==> config.mk <==
export PLATFORM = sky130hd
export DESIGN_NAME = rr_task_scheduler
export DESIGN_NICKNAME = d
export VERILOG_FILES = /design/src/rtl/rr_task_scheduler.sv
export SDC_FILE = /design/constraint.sdc
export NUM_CORES = 1
export LEC_CHECK = 0
export BUFFER_PORTS_ARGS = -buffer_cell sky130_fd_sc_hd__buf_2
export CAP_MARGIN = 5
export CORE_MARGIN = 2
export CORE_UTILIZATION = 40
export DETAILED_ROUTE_END_ITERATION = 8
export GPL_ROUTABILITY_DRIVEN = 0
export PLACE_DENSITY = 0.66
export SLEW_MARGIN = 20
export SYNTH_ARGS = -nofsm -noshare
export SYNTH_HDL_FRONTEND = slang
export SYNTH_SLANG_ARGS = --single-unit
==> constraint.sdc <==
create_clock -name clk -period 5.35 [get_ports clk]
set_input_delay 0.535 -clock clk [delete_from_list [all_inputs] [get_ports clk]]
set_output_delay 0.535 -clock clk [all_outputs]
set_load 0.02 [all_outputs]
==> src/rtl/rr_task_scheduler.sv <==
// Round-robin time-sliced scheduler for four task requesters.
// Drives the 4:1 task mux select and forwards the granted task ID.
module rr_task_scheduler #(
    parameter int QUANTUM = 4,
    parameter int CW      = 3
) (
    input  logic       clk,
    input  logic       rst,
    input  logic [3:0] req,
    input  logic [3:0] task_in0,
    input  logic [3:0] task_in1,
    input  logic [3:0] task_in2,
    input  logic [3:0] task_in3,
    output logic [3:0] grant,
    output logic [1:0] sel,
    output logic [3:0] task_out,
    output logic       busy,
    output logic       switch_pulse
);

    typedef enum logic [1:0] {
        IDLE   = 2'd0,
        RUN    = 2'd1,
        SWITCH = 2'd2
    } state_t;

    localparam logic [CW-1:0] RELOAD = CW'(QUANTUM - 1);

    state_t        state, state_n;
    logic [3:0]    grant_n;
    logic [1:0]    sel_n;
    logic [1:0]    ptr, ptr_n;
    logic [CW-1:0] cnt, cnt_n;
    logic [1:0]    start;
    logic [1:0]    win;
    logic          found;
    logic [3:0]    others;
    logic [3:0]    mux01;
    logic [3:0]    mux23;
    logic [3:0]    mux_out;

    // Rotating priority search; in SWITCH the scan starts after the old grantee
    always_comb begin
        start = (state == SWITCH) ? sel + 2'd1 : ptr;
        found = 1'b0;
        win   = start;
        for (int i = 3; i >= 0; i--) begin
            if (req[start + 2'(i)]) begin
                found = 1'b1;
                win   = start + 2'(i);
            end
        end
    end

    assign others = req & ~(4'b0001 << sel);

    // Next-state and next-register values for the slice FSM
    always_comb begin
        state_n = state;
        grant_n = grant;
        sel_n   = sel;
        ptr_n   = ptr;
        cnt_n   = cnt;
        unique case (state)
            IDLE: begin
                if (found) begin
                    state_n = RUN;
                    grant_n = 4'b0001 << win;
                    sel_n   = win;
                    cnt_n   = RELOAD;
                end
            end
            RUN: begin
                if (!req[sel]) begin
                    state_n = SWITCH;
                    grant_n = 4'b0000;
                    cnt_n   = '0;
                end else if (cnt == '0 && others != 4'b0000) begin
                    state_n = SWITCH;
                    grant_n = 4'b0000;
                end else if (cnt == '0) begin
                    cnt_n = RELOAD;
                end else begin
                    cnt_n = cnt - 1'b1;
                end
            end
            SWITCH: begin
                ptr_n = sel + 2'd1;
                if (found) begin
                    state_n = RUN;
                    grant_n = 4'b0001 << win;
                    sel_n   = win;
                    cnt_n   = RELOAD;
                end else begin
                    state_n = IDLE;
                end
            end
            default: begin
                state_n = IDLE;
                grant_n = 4'b0000;
            end
        endcase
    end

    // State and datapath registers with synchronous reset
    always_ff @(posedge clk) begin
        if (rst) begin
            state <= IDLE;
            grant <= 4'b0000;
            sel   <= 2'd0;
            ptr   <= 2'd0;
            cnt   <= '0;
        end else begin
            state <= state_n;
            grant <= grant_n;
            sel   <= sel_n;
            ptr   <= ptr_n;
            cnt   <= cnt_n;
        end
    end

    assign busy         = (state == RUN);
    assign switch_pulse = (state == SWITCH);

    // Task mux as a tree of 2:1 muxes on the registered select
    always_comb begin
        mux01    = sel[0] ? task_in1 : task_in0;
        mux23    = sel[0] ? task_in3 : task_in2;
        mux_out  = sel[1] ? mux23 : mux01;
        task_out = busy ? mux_out : 4'h0;
    end

    a_grant_onehot0 : assert property (
        @(posedge clk) disable iff (rst) $onehot0(grant));
    a_busy_grant : assert property (
        @(posedge clk) disable iff (rst) busy == (grant != 4'b0000));
    a_switch_single : assert property (
        @(posedge clk) disable iff (rst) switch_pulse |=> !switch_pulse);
    a_task_idle : assert property (
        @(posedge clk) disable iff (rst) !busy |-> task_out == 4'h0);

endmodule

# Word level (Yosys, flattened, before mapping)
# Cells that the tools add are included.
# op_classes
addsub	5
n_lt_le_gt_ge	5
eq_ne	6
shifts	2
mux	37
n_bitwise	2
n_reduce_logical	10
# op_table
op	count
4-bit 2-to-1 mux	7
2-bit 2-to-1 mux	8
2-bit by 3-bit < comparator with 1-bit output, second input constant	5
3-bit 2-to-1 mux	4
1-bit binary-select mux with 2-bit select	5
1-bit 2-to-1 mux	10
4-bit one-hot mux with 2 select lines	1
1-bit by 2-bit left shift with 4-bit output, first input constant	2
2-bit one-hot mux with 3 select lines	1
3-bit one-hot mux with 2 select lines	1
2-bit AND reduction	3
2-bit by 1-bit adder with 2-bit output, second input constant	2
2-bit adder, second input constant	2
4-bit bitwise AND	1
4-bit inverter	1
4-bit nonzero test	1
3-bit zero test	1
3-bit by 2-bit != test with 1-bit output, second input constant	1
3-bit != test, second input constant	1
3-bit AND reduction	1
3-bit by 1-bit subtractor with 3-bit output, second input constant	1
2-bit by 1-bit equality test with 1-bit output, second input constant	1
2-bit equality test, second input constant	1
2-bit zero test	1
other kinds (5)	5
# word_totals
ff_bits	13
in_bits	22
out_inout_bits	12
elab_cells	72

# Logic depth before layout (Yosys ltp)
# Gate-level depths: netlist of run 1.
# depth
depth_word	12
mapped_depth	9
depth_no_buf	8

# Worst setup path before layout of run 1
# Ideal clock, no wire load.
# synth_path
path_kind	reg-to-reg
from	register sel[1]
to	register grant[2]
setup_ps	128
arrival_time_ps	2017
t_required_ps	5222
setup_slack_ps	3205
stages_incl_launch_ff	10
path_buffers	1
synth_period_minus_slack_ps	2145
cell_sequence	dfxtp_1 -> clkbuf_1 -> inv_1 -> ha_1 -> nand4bb_1 -> o31ai_1 -> o221a_2 -> o21a_1 -> a22oi_1 -> nor2_1
# synth_via
elab_chain_cells	12
elab_cells_between_ends	35
cone_classes	add/sub (4); eq/ne (2); shift (2); mux (22); bitwise (2); reduce/logical (3)
# synth_rtl
element	line	source
start, declared	15	output logic [1:0] sel,
start signal, assigned	116	sel <= sel_n;
2-bit by 1-bit adder with 2-bit output	44	start = (state == SWITCH) ? sel + 2'd1 : ptr;
2-bit 2-to-1 mux	--	
2-bit adder	48, 50	
1-bit binary-select mux with 2-bit select	48	if (req[start + 2'(i)]) begin
1-bit 2-to-1 mux (not written as such)	48	
2-bit 2-to-1 mux (4 in a row)	48	
1-bit by 2-bit left shift with 4-bit output	68, 91	
4-bit 2-to-1 mux	66, 89	
4-bit one-hot mux with 2 select lines	64	unique case (state)
end signal, assigned	115	grant <= grant_n;
end, declared	14	output logic [3:0] grant,
# Several ways; a longest one is shown, not always the timed one. The select of a mux whose other input is x is not followed.
# A chain may end at the register's enable or synchronous reset.

# Final worst setup path of run 1
# layout_path
from	register sel[0]
to	output task_out[2]
# layout_via
elab_chain_cells	3
elab_cells_between_ends	4
cone_classes	mux (4)
# layout_rtl
element	line	source
4-bit 2-to-1 mux (on tied branches)	127, 128	
4-bit 2-to-1 mux (*)	129	mux_out = sel[1] ? mux23 : mux01;
4-bit 2-to-1 mux (*)	130	task_out = busy ? mux_out : 4'h0;
end, declared	16	output logic [3:0] task_out,
# Every way passes the cells marked *; elsewhere a longest branch is shown, timed or not.

==> results of run 1 <==
[layout by cell type, fill, tap and decap left out, types with 2 or more instances in the layout]
cell type                    n
sky130_fd_sc_hd__buf_2      33
sky130_fd_sc_hd__dfxtp_1    13
sky130_fd_sc_hd__nor2_1     10
sky130_fd_sc_hd__nand2_1     9
sky130_fd_sc_hd__nand2b_1    7
sky130_fd_sc_hd__inv_1       6
sky130_fd_sc_hd__ha_1        6
sky130_fd_sc_hd__mux4_2      5
sky130_fd_sc_hd__a21oi_1     5
sky130_fd_sc_hd__and2_1      4
sky130_fd_sc_hd__clkbuf_4    3
sky130_fd_sc_hd__nor3b_1     2
sky130_fd_sc_hd__or2_2       2
sky130_fd_sc_hd__o2bb2ai_1   2
sky130_fd_sc_hd__a311oi_1    2
sky130_fd_sc_hd__nand4bb_1   2
sky130_fd_sc_hd__a22oi_1     2
[cell families (layout without fill, tap and decap cells)]
kind of cell	after synthesis	after routing	share of synthesized area [%]
buf+inv	13	44	7.33
mux	7	7	14.9
flops	13	13	26.7
simple gates	44	44	25.7
fa+ha+maj	6	6	7.71
compound gates	22	22	17.6
[per-stage QoR]
stage          hold slack, ns  area, um^2  power, mW  util [%]  std cells
2_1_floorplan           0.455         973      0.197         -        105
3_3_place_gp            0.441        1130      0.220      50.1        160
3_5_place_dp            0.451        1130      0.222      50.1        160
4_1_cts                 0.464        1150      0.283      51.2        164
5_1_grt                 0.474        1150      0.303      51.2        164
6_report                0.462        1150      0.279      51.2        164
[per-layer routing]
metal	vias to the layer above	global-route usage, %	part of all wire [%]
li1	444	-	-
met3	5	4.24	6.9
met2	32	30.5	49
met1	424	18.9	43
met4	0	6.41	1.2
met5	-	0	0
[worst max path at each step]
stage                       from          end  slack (ns)
after floorplan           sel[1]     grant[2]        3.21
after global placement    sel[0]     grant[2]        3.14
after detailed placement  sel[0]     grant[2]        3.00
after CTS                 sel[0]  task_out[2]        2.97
after global routing      sel[0]     grant[2]        2.80
final                     sel[0]  task_out[2]        3.00
[where the power goes]
| part | internal (mW) | switching [mW] | leakage [nW] |
|---|---|---|---|
| Clock | 0.0289 | 0.0308 | 0.0150 |
| Sequential | 0.105 | 0.0122 | 0.107 |
| Combinational | 0.0478 | 0.0544 | 0.384 |
[sequential cells by signal, indices dropped and copies added, names as in the netlist]
signal,flops
ptr,2
state,2
sel,2
cnt,3
grant,4
[final cells by class]
type                            instances  share of cell area (%)
Timing Repair Buffer                   33                    14.3
Clock buffer                            4                    2.28
Inverter                                7                    2.28
Multi-Input combinational cell         79                    55.6
Tap cell                               28                    3.03
Sequential cell                        13                    22.5
[worst register-to-register path, stage by stage, from the launching register on]
cell and delay, ns:
sky130_fd_sc_hd__dfxtp_1 0.66, sky130_fd_sc_hd__inv_1 0.19, sky130_fd_sc_hd__ha_1 0.39, sky130_fd_sc_hd__nand4bb_1 0.15, sky130_fd_sc_hd__o31ai_1 0.09, sky130_fd_sc_hd__o221a_2 0.26, sky130_fd_sc_hd__o21a_1 0.22, sky130_fd_sc_hd__a22oi_1 0.20
sky130_fd_sc_hd__nor2_1 0.05
[synthesized netlist by cell type, types with 3 or more instances]
| cell type | number |
|---|---|
| sky130_fd_sc_hd__mux4_2 | 5 |
| sky130_fd_sc_hd__nand2_1 | 9 |
| sky130_fd_sc_hd__a21oi_1 | 5 |
| sky130_fd_sc_hd__inv_1 | 6 |
| sky130_fd_sc_hd__ha_1 | 6 |
| sky130_fd_sc_hd__dfxtp_1 | 13 |
| sky130_fd_sc_hd__nor2_1 | 10 |
| sky130_fd_sc_hd__nand2b_1 | 7 |
| sky130_fd_sc_hd__clkbuf_1 | 3 |
| sky130_fd_sc_hd__buf_6 | 3 |
| sky130_fd_sc_hd__and2_1 | 4 |
==> metrics.txt, run 1 <==
total area of sequential cells=260 um^2; required arrival time at the worst endpoint=4.82 ns; wire length per cell after detailed routing=13.3 um; wire length of the first global-routing pass=3500 um; crit start category=register; std cell rows=17; critical path class=reg -> out; sequential-to-total area share from yosys stat=26.7%; CP Max Fanout=11; clk sink count=13; crit-path cells=mux4_2 -> and2_1 -> buf_2; layout overhead on the synthesized area=18.6%; number of global-route vias before repair=810; drc violations=0; pin slew with the least headroom to its limit=0.527 ns; result of the run=finished, final reports clean; Synth top area share=26.7%; CP bufs+invs=1; Min Clock Period, post-route=2.35 ns; post-CTS setup repair buffer count=0; syn_area_per_cell=9.27 um^2; net count after synthesis=133; count of pins over their slew limit=0; share of post-route cells with drive strength above 1=36.0%; top cells by area in the synthesized netlist=sky130_fd_sc_hd__dfxtp_1, sky130_fd_sc_hd__mux4_2, sky130_fd_sc_hd__ha_1; DRC violation total after the first TritonRoute iteration=11; min-delay src=grant[1]; reg-to-reg startpoint=sel[0]; GRT Total Usage=17.0%; Relative slew margins=64.8%; number of instances in the synthesized netlist=105; most common flop cell mapped by yosys=sky130_fd_sc_hd__dfxtp_1; maxcap violations=0; number of buffers inserted by hold repair at cts=0; Worst Reg2Reg Path Length in Cells=8; maximum vdd ir drop=0.000177 V; final number of setup-violating endpoints=0; Leak=0.505 nW; DIE HEIGHT=53.3 um; filler cell count in the final layout=237; number of detailed-route iterations in the first pass=4; Post-Synthesis Cell Area=973 um^2; maximum operating frequency=0.425 GHz; number of synthesized register bits=13; Skew-Pair Late Insertion Delay=0.27 ns; Tightest Hold Check Type=reg -> reg; worst slack at placement=3.00 ns; final setup margin=3.00 ns; number of synthesized flops with an enable pin=0; floorplan core area=0.00225 mm^2; routed wire length=2190 um; family of cells with the greatest summed delay on the critical path=flip-flops; clock tree skew after final layout=0.000631 ns; setup repair after global routing missed its margin=no; R2R setup slack=3.02 ns; Diodes inserted=0; critical path depth in cells=3; die footprint=0.00284 mm^2; Final Cycle Share=44.0%; summed negative setup slack over all endpoints=0 ns; total congestion overflow=0; largest net degree at the start of global routing=15; port buffer count=33; count of yosys warnings during synthesis=0; Detail Route Antenna Nets=0; number of top-level design ports=34; element type at the critical path end=output port; clock tree from TritonCTS=done; proportion of register bits with asynchronous set or reset after synthesis=0%; buffer levels on the longest clock path=2; reg2reg end=grant[2]; Post-CTS Resized=0; post-synthesis cell type with the largest combined area=sky130_fd_sc_hd__dfxtp_1; antenna violations before repair=0; Initial Utilization=43.2%; Die X=53.3 um; clock edge transition at the registers on the reported setup and hold paths=0.08 ns; final layout net count=165; root buffer cell=sky130_fd_sc_hd__clkbuf_4; highest cell delay on the worst timing path=0.66 ns; Synth cell types=39; hold depth=2; final hold violations=0; total number of vias=905; Arr. time, crit path=1.82 ns; total CTS buffers=3; power density over cell area=242 mW/mm^2; area used by multi-input combinational logic=642 um^2; sink of the worst hold path=grant[1]; post-detailed-placement half-perimeter wirelength=1740 um; number of vias per cell after detailed routing=5.52; critical-path cell with the highest stage delay=sky130_fd_sc_hd__dfxtp_1; number of levels the H-tree was split into=1
(Power assumes the default switching activity.)
==> run 2, diff against run 1 <==
==> constraint.sdc (replaced) <==
create_clock -name clk -period 2.2 [get_ports clk]
set_input_delay 0.22 -clock clk [delete_from_list [all_inputs] [get_ports clk]]
set_output_delay 0.22 -clock clk [all_outputs]
set_load 0.02 [all_outputs]
==> run 2 against run 1 <==
- core utilization up 0.67 points
- design area up 1.3%
- sequential cell count unchanged
- first-iteration DRC count up 36%
- critical path depth up 1
- largest power group unchanged
- highest routed layer unchanged
==> metrics.txt, run 2 (synthesized netlist as in run 1, its figures left out) <==
final hold violations=0; non-filler cells, final=166; part of the power in registers=39.6%; Worst Reg2Reg Path Length in Cells=7; Arr. time, crit path=1.67 ns; clk sink count=13; number of buffers inserted by hold repair at cts=0; summed negative setup slack over all endpoints=0 ns; Comb pwr share=38.4%; power density over cell area=592 mW/mm^2; Diodes inserted=0; Die X=53.3 um; NetSw=244 uW; final number of setup-violating endpoints=0; post-CTS setup repair buffer count=0; critical path depth in cells=4; die footprint=0.00284 mm^2; post-detailed-placement half-perimeter wirelength=1770 um; layout overhead on the synthesized area=20.2%; DIE HEIGHT=53.3 um; number of levels the H-tree was split into=1; Skew-Pair Late Insertion Delay=0.28 ns; reg2reg end=grant[1]; Initial Utilization=43.2%; family of cells with the greatest summed delay on the critical path=multiplexers; port buffer count=33; CP Max Fanout=8; total number of vias=902; maxcap violations=0; total congestion overflow=0; antenna violations before repair=0; DRC violation total after the first TritonRoute iteration=15; Largest Register=grant; Post-CTS Resized=0; worst slack at placement=0.350 ns; GRT Total Usage=16.5%; internal power=448 uW; crit start category=register; number of global-route vias before repair=823; maximum vdd ir drop=0.000340 V; required arrival time at the worst endpoint=1.98 ns; Final Power=692 uW; pin slew with the least headroom to its limit=0.461 ns; std cell rows=17; buffer levels on the longest clock path=2; Tightest Hold Check Type=in -> reg; final core utilization=51.9%; Min Clock Period, post-route=1.89 ns; critical-path cell with the highest stage delay=sky130_fd_sc_hd__mux4_2; highest cell delay on the worst timing path=0.52 ns; Critical path destination=task_out[3]; largest net degree at the start of global routing=15; clock edge transition at the registers on the reported setup and hold paths=0.08 ns; Leak=0.516 nW; most frequent standard cell in the layout excluding fill and tap cells=sky130_fd_sc_hd__buf_2; number of vias per cell after detailed routing=5.43; wire length per cell after detailed routing=13.3 um; maximum operating frequency=0.529 GHz; Clk pwr share=21.9%; floorplan core area=0.00225 mm^2; clock tree skew after final layout=0.00368 ns; R2R setup slack=0.32 ns; count of pins over their slew limit=0; Final Cycle Share=86.0%; setup repair after global routing missed its margin=no; most used cells in the layout excluding fill and tap cells=sky130_fd_sc_hd__buf_2, sky130_fd_sc_hd__dfxtp_1, sky130_fd_sc_hd__nor2_1, sky130_fd_sc_hd__nand2_1, sky130_fd_sc_hd__nand2b_1; Relative slew margins=69.2%; wire length of the first global-routing pass=3420 um; result of the run=finished, final reports clean; clock tree from TritonCTS=done; routed wire length=2220 um; Detail Route Antenna Nets=0; CP bufs+invs=2; switch share=35.3%; share of post-route cells with drive strength above 1=37.0%; registers with the most flip-flops=grant (4), cnt (3); drc violations=0; crit-path cells=buf_4 -> mux4_2 -> and2_1 -> buf_2; max reg flops=4; number of detailed-route iterations in the first pass=4; element type at the critical path end=output port; final layout net count=167; final setup margin=0.309 ns; Placed Cells=162; reg-to-reg startpoint=sel[0]; number of top-level design ports=34; root buffer cell=sky130_fd_sc_hd__clkbuf_4; critical path class=reg -> out; total CTS buffers=3; critical path startpoint=sel[0]
[run 2: per-stage QoR]
stage                     hold WS (ns)  instance area (um^2)
after floorplan                  0.292                   973
after global placement           0.446                  1140
after detailed placement         0.447                  1140
after CTS                        0.256                  1170
after global routing             0.275                  1170
final                            0.266                  1170
[run 2: power groups by stage]
stage | Sequential (mW) | Clock (mW) | Combinational [mW]
2_1_floorplan | 0.285 | 0 | 0.193
3_3_place_gp | 0.279 | 0 | 0.262
3_5_place_dp | 0.280 | 0 | 0.266
4_1_cts | 0.274 | 0.157 | 0.268
5_1_grt | 0.278 | 0.165 | 0.293
6_report | 0.274 | 0.152 | 0.266
[run 2: final cells by class]
cell class,count,area (um^2)
Clock buffer,4,26.3
Sequential cell,13,260
Tap cell,28,35.0
Inverter,7,26.3
Multi-Input combinational cell,79,642
Fill cell,225,1080
Timing Repair Buffer,35,180
[run 2: worst min-delay path by stage]
stage,from,end,slack (ns),cells after the start
detailed placement,grant[1],grant[1],0.45,2
finish,rst,grant[2],0.27,2
global placement,grant[1],grant[1],0.45,2
CTS,rst,grant[2],0.26,2
global route,rst,ptr[1],0.27,2
floorplan,rst,cnt[0],0.29,1
[run 2: layer usage]
layer / wire length, um / track usage [%] / up-vias
met4: 44 / 7.69 / 0
met1: 991 / 18.1 / 421
met2: 1030 / 30.5 / 34
met5: 0 / 0 / -
met3: 146 / 2.26 / 5
li1: - / - / 442
==> run 3, diff against run 2 <==
--- a/config.mk
+++ b/config.mk
@@ -5,13 +5,13 @@
 export SDC_FILE = /design/constraint.sdc
 export NUM_CORES = 1
 export LEC_CHECK = 0
-export BUFFER_PORTS_ARGS = -buffer_cell sky130_fd_sc_hd__buf_2
 export CAP_MARGIN = 5
 export CORE_MARGIN = 2
 export CORE_UTILIZATION = 40
 export DETAILED_ROUTE_END_ITERATION = 8
+export DONT_BUFFER_PORTS = 1
 export GPL_ROUTABILITY_DRIVEN = 0
-export PLACE_DENSITY = 0.66
+export SKIP_LAST_GASP = 1
 export SLEW_MARGIN = 20
 export SYNTH_ARGS = -nofsm -noshare
 export SYNTH_HDL_FRONTEND = slang
==> constraint.sdc (replaced) <==
create_clock -name clk -period 2.2 [get_ports clk]
set_input_delay 0.33 -clock clk [delete_from_list [all_inputs] [get_ports clk]]
set_output_delay 0.33 -clock clk [all_outputs]
set_load 0.02 [all_outputs]
==> run 3 against run 2 <==
- routed wire length decreased by 11%
- critical path depth decreased by 1
- critical endpoint is now task_out[2]
- clock-buffer cell count unchanged
- global-route usage decreased by 0.29 points
- highest routed layer unchanged
==> metrics.txt, run 3 (synthesized netlist as in run 1, its figures left out) <==
result of the run=finished, final reports clean; crit-path cells=buf_4 -> mux4_2 -> and2_1; post-detailed-placement half-perimeter wirelength=1580 um; number of vias per cell after detailed routing=5.70; die footprint=0.00284 mm^2; Skew-Pair Late Insertion Delay=0.28 ns; clock tree from TritonCTS=done; crit start category=register; wire length per cell after detailed routing=14.7 um; Post-CTS Resized=0; clock edge transition at the registers on the reported setup and hold paths=0.08 ns; Arr. time, crit path=1.59 ns; buffer levels on the longest clock path=2; final hold violations=0; count of pins over their slew limit=0; critical-path cell with the highest stage delay=sky130_fd_sc_hd__mux4_2; element type at the critical path end=output port; largest net degree at the start of global routing=15; total CTS buffers=3; antenna violations before repair=0; R2R setup slack=0.34 ns; number of top-level design ports=34; Tightest Hold Check Type=in -> reg; number of global-route vias before repair=771; DIE HEIGHT=53.3 um; final non-filler cell area=0.00102 mm^2; port buffer count=0; number of detailed-route iterations in the first pass=6; Final Cycle Share=87.3%; total congestion overflow=0; Diodes inserted=0; layout overhead on the synthesized area=4.76%; maxcap violations=0; routed wire length=1980 um; Die X=53.3 um; Post-DP Area=993 um^2; maximum vdd ir drop=0.000321 V; most frequent standard cell in the layout excluding fill and tap cells=sky130_fd_sc_hd__dfxtp_1; drc violations=0; summed negative setup slack over all endpoints=0 ns; Largest Register=grant; CP Max Fanout=10; share of post-route cells with drive strength above 1=18.7%; filler cell count in the final layout=223; most used cells in the layout excluding fill and tap cells=sky130_fd_sc_hd__dfxtp_1, sky130_fd_sc_hd__nor2_1, sky130_fd_sc_hd__nand2_1, sky130_fd_sc_hd__nand2b_1; wire length of the first global-routing pass=3220 um; max reg flops=4; Fin Hold WS=0.108 ns; setup repair after global routing missed its margin=no; pin slew with the least headroom to its limit=0.441 ns; Final Power=652 uW; Min Clock Period, post-route=1.92 ns; Detail Route Antenna Nets=0; final layout net count=136; total number of vias=769; number of buffers inserted by hold repair at cts=0; critical path class=reg -> out; GRT Total Usage=16.2%; power density over cell area=639 mW/mm^2; maximum operating frequency=0.521 GHz; required arrival time at the worst endpoint=1.87 ns; registers with the most flip-flops=grant (4), cnt (3); std cell rows=17; clk sink count=13; Relative slew margins=70.3%; post-CTS setup repair buffer count=0; Initial Utilization=43.2%; DRC violation total after the first TritonRoute iteration=17; root buffer cell=sky130_fd_sc_hd__clkbuf_4; Leak=0.381 nW; number of levels the H-tree was split into=1; clock tree skew after final layout=0.00437 ns; final number of setup-violating endpoints=0; final core utilization=45.2%; floorplan core area=0.00225 mm^2; highest cell delay on the worst timing path=0.52 ns
-- run 3: cell types whose count changed in the layout (fill, tap and decap cells not counted), sizes merged --
cell | previous run | this run
buf | 35 | 4
-- run 3: power breakdown --
part	internal, mW	switching, mW	total, mW
Clock	0.0703	0.0814	0.152
Sequential	0.256	0.0201	0.276
Combinational	0.101	0.123	0.224
-- run 3: worst max-delay path, delay by kind of cell (launching register included) --
kind,cells,cell delay (ns)
buf+inv,1,0.23
flops,1,0.33
mux,1,0.52
simple gates,1,0.24
-- run 3: metal layers --
metal	global-route usage [%]	share of wire, %
met4	10.3	1.9
met1	17.3	43
met2	27.8	46
met3	4.24	9.4
met5	0	0
-- run 3: area by class of cell --
| type | count | area, um^2 | share of cell area (%) |
|---|---|---|---|
| clock buffer | 4 | 26.3 | 2.58 |
| inverter | 7 | 26.3 | 2.58 |
| multi-input combinational | 79 | 642 | 62.9 |
| sequential | 13 | 260 | 25.5 |
| tap | 28 | 35.0 | 3.44 |
| timing repair buffer | 4 | 30.0 | 2.94 |
-- run 3: worst paths after layout --
kind              startpoint           to  cells after the start
setup reg to reg      sel[0]     grant[2]                      8
hold / removal           rst     state[0]                      1
setup / recovery      sel[0]  task_out[2]                      3
hold reg to reg       cnt[2]       cnt[2]                      1
-- run 3: through the flow --
| step | setup WS [ns] | std cells |
|---|---|---|
| 2_1_floorplan | 0.0552 | 105 |
| 3_3_place_gp | 0.326 | 131 |
| 3_5_place_dp | 0.351 | 131 |
| 4_1_cts | 0.263 | 135 |
| 5_1_grt | 0.176 | 135 |
| 6_report | 0.280 | 135 |
